[src/rtl/sram_access_ctrl.sv]
// sram_access_ctrl
//   Data-memory controller between the EX/MEM register and a 16-bit async SRAM.
//   A 32-bit load/store is split into a low-halfword phase (LO) and a
//   high-halfword phase (HI), each held on the SRAM pins for WAIT_CYCLES
//   cycles, followed by a single DONE cycle. freeze stalls the pipeline while
//   an access is pending.
// Ports
//   clk, rst          pipeline clock (rising edge), async active-low reset
//   mem_r_en/mem_w_en load / store request (both set -> store)
//   address           byte address; word = (address - BASE_ADDR) >> 2
//   write_data        store data
//   read_data         load result, valid while ready=1 in DONE, held after
//   ready/freeze      ready = (IDLE & ~req) | DONE, freeze = ~ready
//   sram_addr/wdata   halfword address and write data (hold when idle)
//   sram_rdata        halfword read data from the SRAM
//   sram_we_n/oe_n    active-low strobes, asserted only in LO/HI
module sram_access_ctrl #(
    parameter int          WAIT_CYCLES   = 2,
    parameter logic [31:0] BASE_ADDR     = 32'd1024,
    parameter int          SRAM_ADDR_LEN = 18
) (
    input  logic                     clk,
    input  logic                     rst,
    input  logic                     mem_r_en,
    input  logic                     mem_w_en,
    input  logic [31:0]              address,
    input  logic [31:0]              write_data,
    output logic [31:0]              read_data,
    output logic                     ready,
    output logic                     freeze,
    output logic [SRAM_ADDR_LEN-1:0] sram_addr,
    output logic [15:0]              sram_wdata,
    input  logic [15:0]              sram_rdata,
    output logic                     sram_we_n,
    output logic                     sram_oe_n
);

    localparam int WW = SRAM_ADDR_LEN - 1;
    localparam int CW = (WAIT_CYCLES > 1) ? $clog2(WAIT_CYCLES) : 1;

    typedef enum logic [1:0] {S_IDLE, S_LO, S_HI, S_DONE} state_t;

    state_t                   r_state, w_next_state;
    logic [CW-1:0]            r_cnt;
    logic                     r_wr;
    logic [WW-1:0]            r_word;
    logic [15:0]              r_wdata_hi;
    logic [31:0]              r_rdata;
    logic [SRAM_ADDR_LEN-1:0] r_sram_addr;
    logic [15:0]              r_sram_wdata;

    logic                     w_req;
    logic                     w_last;
    logic                     w_active;
    logic [WW-1:0]            w_word;

    assign w_req  = mem_r_en | mem_w_en;
    // Wraps modulo 2^32 and is truncated to the SRAM word width; no range check.
    assign w_word = WW'((address - BASE_ADDR) >> 2);
    assign w_last = (r_cnt == CW'(WAIT_CYCLES - 1));

    always_comb begin
        w_next_state = r_state;
        case (r_state)
            S_IDLE:  if (w_req)  w_next_state = S_LO;
            S_LO:    if (w_last) w_next_state = S_HI;
            S_HI:    if (w_last) w_next_state = S_DONE;
            default: w_next_state = S_IDLE;
        endcase
    end

    always_ff @(posedge clk or negedge rst) begin
        if (!rst) begin
            r_state      <= S_IDLE;
            r_cnt        <= '0;
            r_wr         <= 1'b0;
            r_word       <= '0;
            r_wdata_hi   <= '0;
            r_rdata      <= '0;
            r_sram_addr  <= '0;
            r_sram_wdata <= '0;
        end else begin
            r_state <= w_next_state;
            if ((r_state == S_LO) || (r_state == S_HI))
                r_cnt <= w_last ? '0 : r_cnt + CW'(1);
            else
                r_cnt <= '0;

            case (r_state)
                S_IDLE: if (w_req) begin
                    r_wr         <= mem_w_en;   // r&w together is a store
                    r_word       <= w_word;
                    r_wdata_hi   <= write_data[31:16];
                    r_sram_addr  <= {w_word, 1'b0};
                    r_sram_wdata <= write_data[15:0];
                end
                S_LO: if (w_last) begin
                    // Switch the pins to the high halfword as LO ends.
                    r_sram_addr  <= {r_word, 1'b1};
                    r_sram_wdata <= r_wdata_hi;
                    if (!r_wr) r_rdata[15:0] <= sram_rdata;
                end
                S_HI: if (w_last && !r_wr) r_rdata[31:16] <= sram_rdata;
                default: ;
            endcase
        end
    end

    // Strobes are decoded from state so an async reset drops them at once.
    assign w_active   = (r_state == S_LO) || (r_state == S_HI);
    assign sram_we_n  = ~(w_active & r_wr);
    assign sram_oe_n  = ~(w_active & ~r_wr);
    assign sram_addr  = r_sram_addr;
    assign sram_wdata = r_sram_wdata;
    assign read_data  = r_rdata;
    assign ready      = ((r_state == S_IDLE) & ~w_req) | (r_state == S_DONE);
    assign freeze     = ~ready;

endmodule

[config.mk]
export PLATFORM = sky130hd
export DESIGN_NAME = sram_access_ctrl
export DESIGN_NICKNAME = d
export VERILOG_FILES = /design/src/rtl/sram_access_ctrl.sv
export SDC_FILE = /design/constraint.sdc
export NUM_CORES = 1
export LEC_CHECK = 0
export ABC_AREA = 1
export CAP_MARGIN = 10
export CELL_PAD_IN_SITES_DETAIL_PLACEMENT = 0
export CELL_PAD_IN_SITES_GLOBAL_PLACEMENT = 2
export CORE_MARGIN = 2
export CORE_UTILIZATION = 23
export DETAILED_ROUTE_END_ITERATION = 16
export PLACE_DENSITY = 0.75
export SKIP_CTS_REPAIR_TIMING = 1
export SLEW_MARGIN = 5
export SYNTH_ARGS = -nofsm -noshare
export SYNTH_HDL_FRONTEND = slang
export SYNTH_SLANG_ARGS = --single-unit
[constraint.sdc]
create_clock -name clk -period 1.4 [get_ports clk]
set_input_delay 0.28 -clock clk [delete_from_list [all_inputs] [get_ports clk]]
set_output_delay 0.28 -clock clk [all_outputs]
set_load 0.01 [all_outputs]
==> results_dict.tcl, run 1 <==
set metrics [dict create \
    syn_inst 529 \
    skew_ns 0.00638 \
    synthAdderAreaFrac_pct 1.68 \
    cts_tree "done" \
    yosysMostFrequentCell "nand2_1" \
    die_h_um 143 \
    synth_nets 619 \
    insertion_delay_ns 0.35 \
    first_iter_violations 164 \
    start_kind "flip-flop" \
    whs_endpoint "r_wdata_hi[14]$_DFFE_PN0P_" \
    final_nets 794 \
    n_antenna_cell 0 \
    cp_num_buf_inv 3 \
    leakagePower_nw 4.03 \
    synth_area_leaders "dfrtp_1 58%, nand2_1 15%, o21ai_0 7.7%" \
    io_pins 154 \
    placed_cell_area_um2 6430 \
    final-hold-violation-count 0 \
    seq_area_frac_synth_pct 57.6 \
    synth_seq_cells 103 \
    max_freq_mhz 614 \
    p_per_area_nw_per_um2 2280 \
    grt_remaining_overflow 0 \
    path_cells "buf_4, ha_2, nor2_4, inv_1, buf_2" \
    setup_viol 58 \
    routedWlPerCell_um 13.8 \
    h-tree-depth 3 \
    yosys_warnings 0 \
    worst_slack_ns -0.228 \
    ys_types 19 \
    final_util_pct 37.7 \
    grt_pass1_vias 4045 \
    syn_to_final_growth_pct 62.6 \
    r2r-end "sram_wdata[6]$_DFFE_PN0P_" \
    finalPower_mw 16.6 \
    core-area_um2 19300 \
    drv_cap 0 \
    vias 4036 \
    arrival_ns 1.35 \
    gp_congestion 0.787 \
    numCtsBuffers 9 \
    drc 0 \
    fin_crit_sh_pct 116 \
    synth_ff_type "dfrtp_1" \
    cts_buffer_depth 2 \
    worstSetupEndpointType "output port" \
    netlist_area_um2 4470 \
    fin_crit_ns 1.63 \
    synth_edf_count 0 \
    synth_top_family_by_area "simple AND/OR/NAND/NOR gates" \
    grt_setup_unrepaired "yes" \
    min-delay-path-class "in -> reg" \
    muxShareOfSynthArea_pct 0 \
    start_util_pct 23.2 \
    instances_no_fill 974 \
    place.port_buffers 138 \
    yosysTopAreaCell "dfrtp_1" \
    cts_num_sinks 103 \
    max_stage_delay_ns 0.40 \
    worstSetupPathType "reg -> out" \
    synth_xor_area_share_pct 0.196 \
    wl_um 13500 \
    run_status "finished with violations" \
    dp_hpwl_um 8980 \
    ant_nets 0 \
    async_flop_share_pct 100 \
    grt_pass1_wl_um 20100 \
    rr_worst_depth 9 \
    worst_slew_pin_slew_ns 0.435 \
    synth-compound-area-share_pct 13.0 \
    grt_antenna_before_repair 0 \
    cp_slowest_cell "dfrtp_1" \
    cts_root_buf "clkbuf_16" \
    yosys.area_share.simple_pct 20.9 \
    max-vdd-ir-drop_mv 0.813 \
    cp.required_ns 1.12 \
    drive_above_1_share_pct 14.1 \
    relSlewSlack_pct 71.0 \
    row_count 51 \
    hp-start "write_data[30]" \
    stdcell_area_um2 7270 \
    setup_tns_ns -6.66 \
    holdPathStages 3 \
    synth_common_cells "173 x nand2_1, 103 x dfrtp_1, 69 x o21ai_0, 57 x nor2_1, 47 x inv_1" \
    maxSlewViolCount 0 \
    avgSynthCellArea_um2 8.46 \
    synth_top_cell_area_share_pct 57.6 \
    violations "setup timing" \
    path_max_fanout 3 \
    clk_pin_slew_ns 0.07 \
    die_area_um2 20600 \
    die_width_um 143 \
    regToRegSetupSlack_ns -0.19 \
    grt_util_all_layers_pct 12.5 \
    dr.pass1.iters 4 \
    dp_cells 944 \
    r2r_start "r_state[1]$_DFFE_PN0P_" \
    path_delay_family "flip-flops" \
    grt_max_degree 75 \
    vias_per_cell 4.14 \
]
-- routing by layer --
layer  track usage [%]  wire [um]  vias up
li1                  -          -     2021
met2              20.9       6590       85
met4              5.93        284        0
met1              15.6       6060     1917
met5                 0          0        -
met3              2.40        548       13
-- cell type report --
| type | instances | area [um^2] |
|---|---|---|
| Tap cell | 265 | 332 |
| Clock inverter | 7 | 80.1 |
| Fill cell | 2001 | 12000 |
| Sequential cell | 103 | 2580 |
| Inverter | 49 | 189 |
| Timing Repair Buffer | 190 | 2130 |
| Multi-Input combinational cell | 351 | 1740 |
| Clock buffer | 9 | 225 |
-- sequential cells by signal, summed over array words and instances (netlist names) --
| signal | count |
|---|---|
| sram_addr | 18 |
| r_state | 2 |
| r_cnt | 1 |
| read_data | 32 |
| r_wdata_hi | 16 |
| sram_wdata | 16 |
| r_wr | 1 |
| r_word | 17 |
-- metrics by stage --
stage	setup WS (ns)	hold slack, ns
floorplan	-0.0680	-0.0156
global placement	-0.539	0.339
detailed placement	-0.567	0.349
CTS	-0.756	-0.0409
global route	-0.310	0.473
finish	-0.228	0.458
-- where the power goes --
group	leakage [nW]	switching (mW)	internal [mW]
Clock	0.143	1.21	1.41
Sequential	1.23	0.830	4.51
Combinational	2.65	4.29	4.34
-- kinds of logic after synthesis --
| family | count (synthesis) |
|---|---|
| buffers and inverters | 75 |
| adders and majority gates | 6 |
| xor gates and xnor gates | 1 |
| AOI/OAI and AO/OA | 101 |
| DFF | 103 |
| and+or+nand+nor | 243 |
-- how the worst max path moves through the flow --
stage                           startpoint                         to  slack, ns  depth (start not counted)
floorplan           r_state[1]$_DFFE_PN0P_  sram_addr[15]$_DFFE_PN0P_      -0.07                         11
global placement                  mem_w_en                     freeze      -0.54                          6
detailed placement                mem_w_en                     freeze      -0.57                          6
CTS                 r_state[0]$_DFFE_PN0P_                     freeze      -0.76                          6
global route        r_state[1]$_DFFE_PN0P_                      ready      -0.31                          7
finish              r_state[0]$_DFFE_PN0P_                      ready      -0.23                          5
-- worst min-delay path, cell delays in order --
cell             delay [ns]
clkdlybuf4s50_1        0.39
nand2_1                0.06
nand2_1                0.04
-- cells in the final DEF (no fill, tap or decap), types with 4 or more instances in the layout --
cell             count
clkdlybuf4s50_1     67
nand2_2              5
nor2_1              54
o21ai_1             32
o211ai_1            11
o21ai_0             34
dlymetal6s2s_1      67
nand3_1              9
nand2_1            166
clkbuf_16           14
buf_6                5
buf_12               6
inv_1               43
inv_2                4
o21a_1              16
dfrtp_1            103
buf_4               35
Note: power is estimated with default switching activity, not from simulation.
==> inputs of run 2 (changes only) <==
- CORE_UTILIZATION: 23 -> 24
- CTS_BUF_LIST: unset -> sky130_fd_sc_hd__clkbuf_8
- PLACE_DENSITY: 0.75 -> 0.77
==> results_dict.tcl, run 2 (synthesis results as in run 1) <==
set metrics [dict create \
    path_delay_family "buffers and inverters" \
    core-area_um2 18100 \
    cp_num_buf_inv 6 \
    worstSetupEndpointType "flip-flop" \
    power_switching_mw 6.24 \
    rr_worst_depth 10 \
    leakagePower_nw 4.03 \
    worst_slew_pin_slew_ns 0.342 \
    cpMostUsedCell "buf_4" \
    finalPower_mw 15.9 \
    cts_num_sinks 103 \
    setup_viol 56 \
    fill_cells 1798 \
    vias_per_cell 4.31 \
    drv_cap 0 \
    drive_above_1_share_pct 15.4 \
    drc 0 \
    row_count 49 \
    dr.pass1.iters 4 \
    grt_antenna_before_repair 0 \
    dp_cells 907 \
    cp_slowest_cell "dfrtp_1" \
    min-delay-path-class "in -> async" \
    place.port_buffers 138 \
    gp_congestion 0.799 \
    clk_pin_slew_ns 0.10 \
    relSlewSlack_pct 77.0 \
    fin_crit_ns 1.72 \
    numCtsBuffers 9 \
    start_kind "flip-flop" \
    stdcell_area_um2 7270 \
    first_iter_violations 207 \
    setup_tns_ns -12.10 \
    syn_to_final_growth_pct 62.4 \
    p_per_area_nw_per_um2 2190 \
    h-tree-depth 3 \
    n_antenna_cell 0 \
    grt_max_degree 43 \
    arrival_ns 2.03 \
    final-hold-violation-count 0 \
    grt_pass1_wl_um 20000 \
    insertion_delay_ns 0.38 \
    combPwrFrac_pct 55.5 \
    whs_ns 0.311 \
    grt_pass1_vias 3958 \
    worstSetupPathType "reg -> reg" \
    maxSlewViolCount 0 \
    final_common_cell "nand2_1" \
    placed_cell_area_um2 6430 \
    skew_ns 0.0141 \
    layout_common_cells "163 x nand2_1, 103 x dfrtp_1, 67 x clkdlybuf4s50_1" \
    max_stage_delay_ns 0.42 \
    switching_share_pct 39.3 \
    cts_root_buf "clkbuf_8" \
    run_status "finished with violations" \
    instances_no_fill 937 \
    grt_remaining_overflow 0 \
    cts_tree "done" \
    pre_cts_ws_ns -0.667 \
    cp.depth 10 \
    regToRegSetupSlack_ns -0.32 \
    grt_util_all_layers_pct 12.7 \
    dp_hpwl_um 8870 \
    internal_power_mw 9.64 \
    r2r_start "r_state[0]$_DFFE_PN0P_" \
    max-vdd-ir-drop_mv 0.666 \
    largest_register_ffs 32 \
    wl_um 13800 \
    ant_nets 0 \
    start_util_pct 24.6 \
    path_max_fanout 7 \
    die_h_um 141 \
    io_pins 154 \
    die_width_um 141 \
    clockPowerShare_pct 10.7 \
    vias 4034 \
    cp.required_ns 1.71 \
    die_area_um2 19700 \
    grt_setup_unrepaired "yes" \
    fin_crit_sh_pct 123 \
    routedWlPerCell_um 14.7 \
    r2r-end "sram_wdata[14]$_DFFE_PN0P_" \
    final_nets 795 \
    max_freq_mhz 582 \
    worst_slack_ns -0.319 \
    final_util_pct 40.0 \
    p_seq_share_pct 33.8 \
    path_cells "buf_4, buf_4, ha_4, buf_4, clkinvlp_4, buf_12, clkbuf_16, nor2_1, o21ai_1, o21a_1" \
    violations "setup timing" \
    cts_buffer_depth 2 \
]
## run 2: cell count changes in the layout (fill, tap and decap cells not counted), moves of 6 or more
cell and delta:
clkbuf_8 +10, clkbuf_16 -6, buf_6 +7, buf_4 -11
o21ai_1 -6
## run 2: worst reg2reg max path: cells and delay by family (launching register included)
kind,cells,cell delay (ns)
DFF,1,0.42
AOI/OAI and AO/OA,2,0.24
buffers and inverters,6,0.79
adders and majority gates,1,0.16
and+or+nand+nor,1,0.04
## run 2: power groups by stage
stage                     logic, mW  clock network, mW  registers (mW)
after floorplan                3.65                  0            5.70
after global placement         7.60                  0            5.35
after detailed placement       7.75                  0            5.38
after CTS                      7.76               1.80            5.35
after global routing           9.76               1.93            5.55
final                          8.82               1.70            5.37
## run 2: area by class of cell
cell class / count / area, um^2 / share of cell area, %
clock buffer: 10 / 138 / 1.89
clock inverter: 4 / 25.0 / 0.344
inverter: 49 / 195 / 2.69
multi-input combinational: 351 / 1780 / 24.5
sequential: 103 / 2580 / 35.5
tap: 229 / 287 / 3.94
timing repair buffer: 191 / 2260 / 31.1
## run 2: worst max-delay path by stage
stage                           startpoint                         end  slack [ns]
global placement                  mem_w_en                      freeze       -0.66
CTS                 r_state[0]$_DFFE_PN0P_                      freeze       -0.84
finish              r_state[0]$_DFFE_PN0P_  sram_wdata[14]$_DFFE_PN0P_       -0.32
floorplan           r_state[1]$_DFFE_PN0P_   sram_addr[15]$_DFFE_PN0P_       -0.07
global route        r_state[0]$_DFFE_PN0P_                       ready       -0.41
detailed placement                mem_w_en                      freeze       -0.67
## run 2: routing by layer
layer | GRT usage [%] | share of wire, % | routed length, um
met5 | 0 | 0 | 0
met4 | 4.11 | 1.3 | 177
met3 | 3.62 | 4.6 | 640
met2 | 21.1 | 48 | 6580
met1 | 16.1 | 46 | 6410
==> inputs of run 3 (changes only) <==
- CORE_UTILIZATION: 24 -> 28
- CTS_CLUSTER_SIZE: unset -> 12
- PLACE_DENSITY: 0.77 -> 0.85
- clock period: 1.4 -> 2 ns (I/O delays scaled with it)
==> results_dict.tcl, run 3 (synthesis results as in run 1) <==
set metrics [dict create \
    final_nets 761 \
    final-hold-violation-count 0 \
    layout_common_cells "173 x nand2_1, 133 x clkdlybuf4s50_1, 103 x dfrtp_1" \
    drc 0 \
    fill_cells 1620 \
    grt_util_all_layers_pct 15.0 \
    start_kind "flip-flop" \
    drv_cap 0 \
    vias 3825 \
    leakagePower_nw 3.10 \
    largest_register_ffs 32 \
    skew_ns 0.0130 \
    whs_ns 0.459 \
    dp_cells 875 \
    min-delay-path-class "in -> async" \
    cts_tree "done" \
    row_count 46 \
    first_iter_violations 143 \
    insertion_delay_ns 0.38 \
    run_status "completed" \
    grt_setup_unrepaired "no" \
    die_area_um2 17000 \
    worstSetupPathType "reg -> out" \
    rr_worst_depth 8 \
    vias_per_cell 4.29 \
    relSlewSlack_pct 65.3 \
    syn_to_final_growth_pct 43.0 \
    r2r-end "sram_addr[16]$_DFFE_PN0P_" \
    path_cells "buf_4, ha_1, nor2_1, inv_1, dlymetal6s2s_1" \
    io_pins 154 \
    setup_viol 0 \
    cts_buffer_depth 2 \
    path_delay_family "flip-flops" \
    clk_pin_slew_ns 0.10 \
    wl_um 11900 \
    dp_hpwl_um 8270 \
    max_freq_mhz 540 \
    worst_slew_pin_slew_ns 0.520 \
    gp_congestion 0.747 \
    cts_num_sinks 103 \
    routedWlPerCell_um 13.3 \
    n_antenna_cell 0 \
    cp.required_ns 1.60 \
    finalPower_mw 9.99 \
    start_util_pct 28.4 \
    cts_root_buf "clkbuf_8" \
    regToRegSetupSlack_ns 0.19 \
    ant_nets 0 \
    dr.pass1.iters 4 \
    grt_pass1_vias 3916 \
    grt_remaining_overflow 0 \
    drive_above_1_share_pct 5.77 \
    worstSetupEndpointType "output port" \
    r2r_start "r_state[0]$_DFFE_PN0P_" \
    grt_max_degree 60 \
    arrival_ns 1.45 \
    final_common_cell "nand2_1" \
    max_stage_delay_ns 0.40 \
    max-vdd-ir-drop_mv 0.589 \
    cp_num_buf_inv 3 \
    place.port_buffers 138 \
    die_h_um 130 \
    instances_no_fill 892 \
    fin_crit_sh_pct 92.6 \
    fin_crit_ns 1.85 \
    grt_pass1_wl_um 19900 \
    p_per_area_nw_per_um2 1560 \
    die_width_um 130 \
    grt_antenna_before_repair 0 \
    numCtsBuffers 9 \
    core-area_um2 15800 \
    path_max_fanout 4 \
    h-tree-depth 3 \
    cp_slowest_cell "dfrtp_1" \
    maxSlewViolCount 0 \
]
[run 3: cell count changes in the layout (fill, tap and decap cells not counted), sizes merged]
cell	change
clkbuf	-7
clkdlybuf4s50	+66
dlymetal6s2s	-62
buf	-30
inv	+2
clkinvlp	-1
[run 3: report_power, final]
part           internal, mW  switching (mW)  total, mW  leakage, nW
Clock                 0.509           0.715       1.22       0.0977
Sequential             3.15           0.564       3.71         1.23
Combinational          2.47            2.59       5.05         1.76
Total                  6.12            3.87       9.99         3.10
[run 3: worst max path at each step]
stage                                 from                        end  depth (start not counted)
floorplan           r_state[0]$_DFFE_PN0P_                      ready                          6
finish              r_state[0]$_DFFE_PN0P_                      ready                          5
detailed placement                mem_w_en                     freeze                          6
global placement                  mem_r_en                     freeze                          6
CTS                 r_state[0]$_DFFE_PN0P_                     freeze                          6
global route        r_state[0]$_DFFE_PN0P_  sram_addr[16]$_DFFE_PN0P_                          8
[run 3: stage by stage]
stage,setup TNS [ns],util (%),setup slack [ns],instance area (um^2)
finish,0,40.6,0.149,6400
global route,0,40.6,0.0223,6400
CTS,-0.873,40.4,-0.277,6370
detailed placement,-0.219,39.3,-0.129,6190
global placement,-0.226,39.3,-0.128,6190
floorplan,0,-,0.460,4470
[run 3: final cells by class]
| class | count | area [um^2] | share of cell area [%] |
|---|---|---|---|
| sequential | 103 | 2580 | 40.3 |
| multi-input combinational | 351 | 1620 | 25.3 |
| timing repair buffer | 157 | 1570 | 24.6 |
| tap | 216 | 270 | 4.23 |
| inverter | 49 | 184 | 2.88 |
| clock buffer | 11 | 151 | 2.37 |
| clock inverter | 5 | 25.0 | 0.391 |
[run 3: worst reg2reg max path: stages, from the launching register on]
cell,delay (ns)
dfrtp_1,0.40
buf_4,0.15
ha_1,0.28
nor2_1,0.21
nor2_4,0.08
inv_2,0.34
nor2_1,0.08
nand2_1,0.10
nand2_1,0.06
[run 3: routing by layer]
metal / GRT usage [%] / wire [um] / up-vias
met4: 5.07 / 164 / 0
met2: 23.3 / 5270 / 104
met5: 0 / 0 / -
met1: 19.7 / 5530 / 1771
met3: 5.17 / 929 / 11
li1: - / - / 1939
